$ cat config.mk
export PLATFORM = sky130hd
export DESIGN_NAME = shake256_squeeze_flat
export DESIGN_NICKNAME = d
export VERILOG_FILES = /design/src/rtl/shake256_squeeze_pkg.sv /design/src/rtl/shake256_squeeze_if.sv /design/src/rtl/shake256_squeeze_keccak_rate_extract.sv /design/src/rtl/shake256_squeeze.sv /design/src/flat_wrapper.sv
export SDC_FILE = /design/constraint.sdc
export NUM_CORES = 2
export LEC_CHECK = 0
export CORE_AREA = 2 2 655 657
export DETAILED_ROUTE_END_ITERATION = 12
export DIE_AREA = 0 0 657 659
export PLACE_DENSITY = 0.34
export SLEW_MARGIN = 40
export SYNTH_ARGS = -nofsm -noshare
export SYNTH_HDL_FRONTEND = slang
export SYNTH_SLANG_ARGS = --single-unit
export TNS_END_PERCENT = 50
$ cat constraint.sdc
create_clock -name clk -period 3.03 [get_ports clk]
set_input_delay 0.606 -clock clk [delete_from_list [all_inputs] [get_ports clk]]
set_output_delay 0.606 -clock clk [all_outputs]
set_load 0.05 [all_outputs]
$ cat src/rtl/shake256_squeeze_pkg.sv
// Shared Keccak types and helpers for the SHAKE256 squeeze stage.
package shake256_squeeze_pkg;

    localparam int LANE_W         = 64;
    localparam int RATE_LANES_256 = 17;

    // Bit A[x][y][z]; lane (x,y) is state[x][y], bit z ascending.
    typedef logic [0:4][0:4][0:LANE_W-1] state_t;

    typedef enum logic [1:0] {IDLE, LOAD, EMIT, FIN} sq_state_e;

    // Rate lane i sits at x = i mod 5, y = i div 5.
    function automatic int lane_x(input int i);
        return i % 5;
    endfunction

    function automatic int lane_y(input int i);
        return i / 5;
    endfunction

endpackage

$ cat src/rtl/shake256_squeeze_if.sv
// XOF output stream: 64-bit words over valid/ready.
interface shake256_squeeze_if;
    logic [63:0] out_data;
    logic        out_valid;
    logic        out_ready;

    modport master (output out_data, output out_valid, input out_ready);
    modport slave  (input out_data, input out_valid, output out_ready);
endinterface

$ cat src/rtl/shake256_squeeze_keccak_rate_extract.sv
// Combinational pick of the rate lanes out of a Keccak state.
// Lane word bit z is A[x][y][z], so the packed [0:63] lane is bit-reversed
// into a conventional [63:0] word.
module keccak_rate_extract
    import shake256_squeeze_pkg::*;
#(
    parameter int RATE_LANES = RATE_LANES_256
) (
    input  state_t                              state_in,
    output logic [RATE_LANES-1:0][LANE_W-1:0]   lanes
);

    for (genvar i = 0; i < RATE_LANES; i++) begin : g_lane
        localparam int X = lane_x(i);
        localparam int Y = lane_y(i);
        for (genvar z = 0; z < LANE_W; z++) begin : g_bit
            assign lanes[i][z] = state_in[X][Y][z];
        end
    end

endmodule

$ cat src/rtl/shake256_squeeze.sv
// SHAKE256 squeeze: buffers one rate block of a permuted state and streams
// its lanes out, asking for another permutation when a block runs dry.
module shake256_squeeze
    import shake256_squeeze_pkg::*;
#(
    parameter int RATE_LANES = RATE_LANES_256,
    parameter int CNT_W      = 16
) (
    input  logic                 clk,
    input  logic                 rst,
    input  logic                 start,
    input  logic [CNT_W-1:0]     out_words,
    input  state_t               state_in,
    input  logic                 state_valid,
    output logic                 state_ready,
    output logic                 perm_req,
    output logic                 busy,
    output logic                 done,
    shake256_squeeze_if.master   xof
);

    localparam int IDX_W = $clog2(RATE_LANES);
    localparam logic [IDX_W-1:0] LAST_IDX = IDX_W'(RATE_LANES - 1);

    logic [RATE_LANES-1:0][LANE_W-1:0] lanes;
    logic [RATE_LANES-1:0][LANE_W-1:0] lane_buf;
    sq_state_e                         st;
    logic [IDX_W-1:0]                  idx;
    logic [CNT_W-1:0]                  rem;
    logic                              xfer;

    keccak_rate_extract #(.RATE_LANES(RATE_LANES)) u_extract (
        .state_in (state_in),
        .lanes    (lanes)
    );

    assign xfer = xof.out_valid & xof.out_ready;

    // Squeeze FSM with registered handshake outputs; out_data is loaded one
    // word ahead so a held word never changes under backpressure.
    always_ff @(posedge clk) begin
        if (rst) begin
            st            <= IDLE;
            idx           <= '0;
            rem           <= '0;
            lane_buf      <= '0;
            state_ready   <= 1'b0;
            perm_req      <= 1'b0;
            busy          <= 1'b0;
            done          <= 1'b0;
            xof.out_data  <= '0;
            xof.out_valid <= 1'b0;
        end else begin
            perm_req <= 1'b0;
            done     <= 1'b0;
            case (st)
                IDLE: begin
                    if (start) begin
                        rem  <= out_words;
                        idx  <= '0;
                        busy <= 1'b1;
                        if (out_words == '0) begin
                            st   <= FIN;
                            done <= 1'b1;
                        end else begin
                            st          <= LOAD;
                            state_ready <= 1'b1;
                        end
                    end
                end
                LOAD: begin
                    if (state_valid && state_ready) begin
                        lane_buf      <= lanes;
                        idx           <= '0;
                        xof.out_data  <= lanes[0];
                        xof.out_valid <= 1'b1;
                        state_ready   <= 1'b0;
                        st            <= EMIT;
                    end
                end
                EMIT: begin
                    if (xfer) begin
                        rem <= rem - 1'b1;
                        if (rem == CNT_W'(1)) begin
                            xof.out_valid <= 1'b0;
                            done          <= 1'b1;
                            st            <= FIN;
                        end else if (idx == LAST_IDX) begin
                            // Block exhausted: permutation runs on the held state.
                            xof.out_valid <= 1'b0;
                            perm_req      <= 1'b1;
                            state_ready   <= 1'b1;
                            st            <= LOAD;
                        end else begin
                            idx          <= idx + 1'b1;
                            xof.out_data <= lane_buf[idx + 1'b1];
                        end
                    end
                end
                FIN: begin
                    busy <= 1'b0;
                    st   <= IDLE;
                end
                default: st <= IDLE;
            endcase
        end
    end

endmodule
$ cat src/flat_wrapper.sv
// flat-port wrapper written by rule: the top's interface ports become plain ports
module shake256_squeeze_flat import shake256_squeeze_pkg::*;
#(
    parameter int RATE_LANES = RATE_LANES_256,
    parameter int CNT_W      = 16
)
  (clk, rst, start, out_words, state_in, state_valid, state_ready, perm_req, busy, done, xof_out_data, xof_out_valid, xof_out_ready);
  shake256_squeeze_if xof_i ();
  input  logic clk;
  input  logic rst;
  input  logic start;
  input  logic [CNT_W-1:0] out_words;
  input  state_t state_in;
  input  logic state_valid;
  output logic state_ready;
  output logic perm_req;
  output logic busy;
  output logic done;
  output wire logic [$bits(xof_i.out_data)-1:0] xof_out_data;
  output wire logic [$bits(xof_i.out_valid)-1:0] xof_out_valid;
  input wire logic [$bits(xof_i.out_ready)-1:0] xof_out_ready;
  assign xof_out_data = xof_i.out_data;
  assign xof_out_valid = xof_i.out_valid;
  assign xof_i.out_ready = xof_out_ready;
  shake256_squeeze #(.RATE_LANES(RATE_LANES), .CNT_W(CNT_W)) u_core (.clk(clk), .rst(rst), .start(start), .out_words(out_words), .state_in(state_in), .state_valid(state_valid), .state_ready(state_ready), .perm_req(perm_req), .busy(busy), .done(done), .xof(xof_i));
endmodule
After elaboration in Yosys (flattened, before gate mapping)

Index checks and enable logic that the tools add are counted.

Add/subtract/negate cells: 2
Magnitude comparators: 1
Equality and inequality tests: 13
Mux-type cells: 43
Bitwise operators: 3
Reductions and logical operators: 16

Operator list:

| cell                                                                   | count |
|---|---|
| 64-bit binary-select mux with 5-bit select                             | 1 |
| 64-bit 2-to-1 mux                                                      | 5 |
| 64-bit one-hot mux with 2 select lines                                 | 1 |
| 16-bit 2-to-1 mux                                                      | 2 |
| 16-bit one-hot mux with 2 select lines                                 | 1 |
| 5-bit 2-to-1 mux                                                       | 5 |
| 16-bit by 1-bit equality test with 1-bit output, second input constant | 1 |
| 16-bit logical NOT                                                     | 1 |
| 1-bit 2-to-1 mux                                                       | 16 |
| 16-bit by 1-bit subtractor with 16-bit output, second input constant   | 1 |
| 5-bit one-hot mux with 3 select lines                                  | 1 |
| 2-bit 2-to-1 mux                                                       | 6 |
| 2-bit != test, second input constant                                   | 4 |
| 2-bit one-hot mux with 4 select lines                                  | 1 |
| 4-bit AND reduction                                                    | 2 |
| 7-bit AND reduction                                                    | 1 |
| 5-bit by 6-bit < comparator with 1-bit output, second input constant   | 1 |
| 2-bit by 1-bit != test with 1-bit output, second input constant        | 3 |
| 1-bit one-hot mux with 2 select lines                                  | 3 |
| 6-bit AND reduction                                                    | 1 |
| 2-bit nonzero test                                                     | 3 |
| 5-bit by 1-bit adder with 5-bit output, second input constant          | 1 |
| 5-bit equality test, second input constant                             | 1 |
| 5-bit AND reduction                                                    | 1 |
| other kinds (12)                                                       | 15 |

Register bits after elaboration: 1,180
Output and inout bits: 69
Word-level logic and storage cells: 104

Logic depth before layout (Yosys ltp)

Depth in word-level cells: 7
Gate-level depth with buffers: 12
Depth with buffers taken out: 8

By module

Synthesis repeated with hierarchy kept, for this count alone.

Cell total of the unflattened synthesis: 7,006
Area total of the unflattened synthesis: 57,899.3 µm²

By module, submodules not included:

| module              | times used | cells each | area an instance (µm²) |
|---|---|---|---|
| shake256_squeeze    | 1          | 5,918      | 49,731.4 |
| keccak_rate_extract | 1          | 1,088      | 8,167.8 |

Worst setup path before layout

No wires, ideal clock.

Path type: register to register
From: reg u_core.idx[0]
To: reg u_core.xof.out_data[0]
Setup time: 0.123 ns
Data arrival time: 2.341 ns
Data required time: 2.907 ns
Path slack: 0.567 ns
Cell stages (with the launch flop): 12
Path buffers: 4
Clock period less this slack: 2.463 ns
Cell sequence: dfxtp_1 buf_2 inv_1 ha_1 buf_2 buf_2 buf_2 mux4_2 mux2i_1 o221ai_1 a21oi_1 o21ai_0

Cells in the longest elaborated chain, start to end: 7
Elaborated cells between the ends (all ways): 10
Classes of those cells: add/sub: 1; eq/ne: 2; mux: 6; reduce/logical: 1

Ends and longest elaborated chain:

| item                                       | RTL line                 | source |
|---|---|---|
| start, declared                            | shake256_squeeze.sv:28   | `logic [IDX_W-1:0] idx;` |
| start signal, assigned                     | shake256_squeeze.sv:95   | `idx <= idx + 1'b1;` |
| 5-bit by 1-bit adder with 5-bit output     | shake256_squeeze.sv:96   | `xof.out_data <= lane_buf[idx + 1'b1];` |
| 64-bit binary-select mux with 5-bit select | shake256_squeeze.sv:96   |  |
| 64-bit 2-to-1 mux (not written as such)    | shake256_squeeze.sv:96   |  |
| 64-bit 2-to-1 mux                          | shake256_squeeze.sv:88   | `end else if (idx == LAST_IDX) begin` |
| 64-bit 2-to-1 mux                          | shake256_squeeze.sv:84   | `if (rem == CNT_W'(1)) begin` |
| 64-bit 2-to-1 mux                          | shake256_squeeze.sv:82   | `if (xfer) begin` |
| 64-bit one-hot mux with 2 select lines     | shake256_squeeze.sv:56   | `case (st)` |
| end signal, assigned                       | shake256_squeeze.sv:75   | `xof.out_data <= lanes[0];` |
| end signal, assigned                       | shake256_squeeze.sv:96   |  |
| end, declared                              | shake256_squeeze_if.sv:7 | `modport master (output out_data, output out_valid, input out_ready);` |

Several ways; a longest one is shown, not always the timed one. The select of a mux whose other input is x is not followed.
A chain may end at the register's enable or synchronous reset.

Final worst setup path

From: reg u_core.idx[1]
To: reg u_core.xof.out_data[12]

Same word-level chain as after synthesis.

==> flow_summary.json <==
{
  "status": "finished clean",
  "synth_edf_count": 0,
  "avgRoutedWirePerCell_um": 25.2,
  "dp_hpwl_mm": 257,
  "grt_pass1_wl_mm": 427,
  "grt.overflow.total": 0,
  "ir_drop_mv": 0.361,
  "skew_ps": 64.0,
  "p_seq_share_pct": 37.4,
  "tritoncts": "done",
  "setup-tns-final_ps": 0,
  "start_util_pct": 11.6,
  "ys_async_sr_fraction_pct": 0,
  "num_rows": 240,
  "synthDominantCellAreaShare_pct": 47.8,
  "leakagePower_uw": 0.0239,
  "antenna_found_initial": 228,
  "clockPowerShare_pct": 42.0,
  "maxSlewHeadroom_pct": 38.0,
  "die_width_um": 657,
  "grt_util_all_layers_pct": 14.3,
  "setup_viol": 0,
  "critPathArrivalTime_ps": 3640,
  "drt_iter0_markers": 3133,
  "synth_ff_type": "dfxtp_1",
  "crit_fanout": 12,
  "fin_hold_ws_ps": 127,
  "antenna_left": 0,
  "cp-start-kind": "flip-flop",
  "drt-total-wl_mm": 323,
  "via_per_inst": 3.74,
  "clk_latency_ps": 890,
  "nFillCells": 48000,
  "final_cells": 12800,
  "ctsLongestPathBuffers": 4,
  "p_int_uw": 32000,
  "drive_gt1_share_pct": 11.9,
  "cts_made_buffers": 157,
  "vias": 47900,
  "die-height_um": 659,
  "coreArea_mm2": 0.426,
  "pwr-share-comb_pct": 20.7,
  "remaining_drc_errors": 0,
  "syn_avg_cell_area_um2": 8.44,
  "final_hold_viol_count": 0,
  "tightest_slew_ps": 930,
  "dpl.cell_count": 12500,
  "synth-seq-cells": 1180,
  "cts_num_sinks": 1180,
  "htree_levels": 4,
  "swShare_pct": 31.1,
  "synth_fp_nets": 7488,
  "rsz0062_at_grt": "yes",
  "end_kind": "flip-flop",
  "ys_types": 60,
  "grt_max_degree": 173,
  "clk_pin_slew_ps": 60,
  "fmax_ghz": 0.342,
  "crit_type": "flip-flop to flip-flop",
  "cp.required_ps": 3750,
  "cts_root_buf": "clkbuf_16",
  "layout-area-overhead-vs-synth_pct": 52.2,
  "grt_pass1_vias": 48600,
  "syn_inst": 5858,
  "min_period_over_period_pct": 96.5,
  "port_buffers": 1177,
  "p_sw_uw": 14400,
  "ys_seq_area_share_pct": 47.8,
  "num-nets-final": 8577,
  "power_density_mw_per_mm2": 617,
  "min_period_ps": 2920,
  "synth_warnings": 0,
  "pre_cts_slack_ps": -401,
  "synth_area_mm2": 0.0494,
  "slew_viol_final": 0,
  "setup_ws_ps": 106,
  "drt_pass1_iterations": 5,
  "synth_area_leaders": "dfxtp_1 (48%), nand2_1 (17%), a21oi_1 (12%), mux4_2 (12%), clkbuf_1 (2.8%)",
  "min_path_type": "input pin to flip-flop",
  "gp_congestion": 0.817,
  "io_pins": 1690,
  "max_cap_violations": 0,
  "synth_top_area_cell": "dfxtp_1",
  "die_area_mm2": 0.433
}
state kept, by name, summed over array words and instances (netlist names):
name and count:
u_core.state_ready 1, u_core.rem 16, u_core.idx 5, u_core.xof.out_data 64, u_core.busy 1, u_core.perm_req 1, u_core.lane_buf 1088, u_core.done 1
u_core.xof.out_valid 1, u_core.st 2
power groups by stage:
stage                     sequential, uW  clock [uW]  combinational (uW)
after floorplan                    17700           0                4590
after global placement             17600           0                9600
after detailed placement           17700           0                9650
after CTS                          17300       20300                9830
after global routing               17500       20800               10500
final                              17400       19500                9600
worst max-delay path, stage by stage, from the launching register on:
cell      delay, ps
dfxtp_1         360
inv_2            70
ha_4            340
buf_12          130
buf_16          140
buf_16          170
mux4_2          570
mux2i_4         350
buf_6           150
o221ai_1        100
a21oi_1         170
buf_4           150
o21ai_1          50
metal layers:
layer  vias up  global-route usage (%)  part of all wire, %  wire length, um
met5         -                       0                 0.20              650
met2      1519                    25.7                   50           163000
met1     23600                    16.0                   39           125000
met4       104                    4.74                  3.4            11100
met3       555                    4.38                  7.3            23600
li1      22200                       -                    -                -
metrics by stage:
stage	power (uW)	cell area, um^2	utilization, %
floorplan	22300	49400	-
global placement	27200	69200	16.3
detailed placement	27300	69300	16.3
CTS	47500	74900	17.6
global route	48700	75100	17.6
finish	46400	75200	17.7
worst paths after layout:
path	start	slack (ps)	depth (start not counted)	to
setup / recovery	u_core.idx[1]	110	12	u_core.xof.out_data[12]
hold / removal	rst	130	2	u_core.lane_buf[275]
setup reg to reg	u_core.idx[1]	110	12	u_core.xof.out_data[12]
hold reg to reg	u_core.lane_buf[568]	450	2	u_core.lane_buf[568]
what timing repair did:
action / CTS / global route
cloned: 3 / 1
setup buffers: 7 / 0
gates resized for setup: 45 / 2
hold buffers: 0 / 0
setup endpoints to repair: 28 / 4
pin swaps: 1 / 0
logic make-up (layout without fill, tap and decap cells):
| kind of cell | after synthesis | in the layout | share of synthesized area, % |
|---|---|---|---|
| and+or+nand+nor | 2352 | 2352 | 18.3 |
| AOI/OAI and AO/OA | 1423 | 1423 | 15.2 |
| DFF | 1180 | 1180 | 47.8 |
| buffers and inverters | 507 | 1709 | 4.19 |
| muxes | 385 | 385 | 14.3 |
| adders and majority gates | 9 | 9 | 0.228 |
| xor gates and xnor gates | 2 | 2 | 0.0506 |
| other | 0 | 56 | 0 |
cell type report:
class                           instances  area (um^2)  share of cell area, %
Antenna cell                           56          140                  0.186
Clock buffer                          222         4520                   6.01
Clock inverter                         50          709                  0.943
Inverter                               12         45.0                 0.0599
Multi-Input combinational cell       4171        24200                   32.1
Sequential cell                      1180        23600                   31.4
Tap cell                             5687         7120                   9.46
Timing Repair Buffer                 1425        14900                   19.8
cell usage after synthesis, types with 5 or more instances:
cell / n
nand2_1: 2252
dfxtp_1: 1180
a21oi_1: 1170
clkbuf_1: 371
mux4_2: 256
mux2i_1: 129
buf_2: 88
o21ai_1: 78
o21ai_0: 69
o221ai_1: 64
nor2_1: 35
buf_1: 25
nor4_1: 13
inv_1: 12
ha_1: 9
nand3_1: 8
nor3_1: 8
a211oi_1: 6
buf_4: 6
a22oi_1: 5
buf_6: 5
nor2b_1: 5
cells in the final DEF, fill, tap and decap left out, types with 22 or more instances in the layout:
cell / instances
a21oi_1: 1170
clkbuf_1: 31
mux2i_1: 88
nand2_1: 2252
clkdlybuf4s50_1: 1149
o221ai_1: 63
clkbuf_8: 33
buf_4: 170
nor2_1: 35
mux2i_4: 22
dfxtp_1: 1179
clkbuf_16: 159
buf_12: 86
o21ai_0: 69
mux4_2: 256
o21ai_1: 78
diode_2: 56
(Power assumes the default switching activity.)
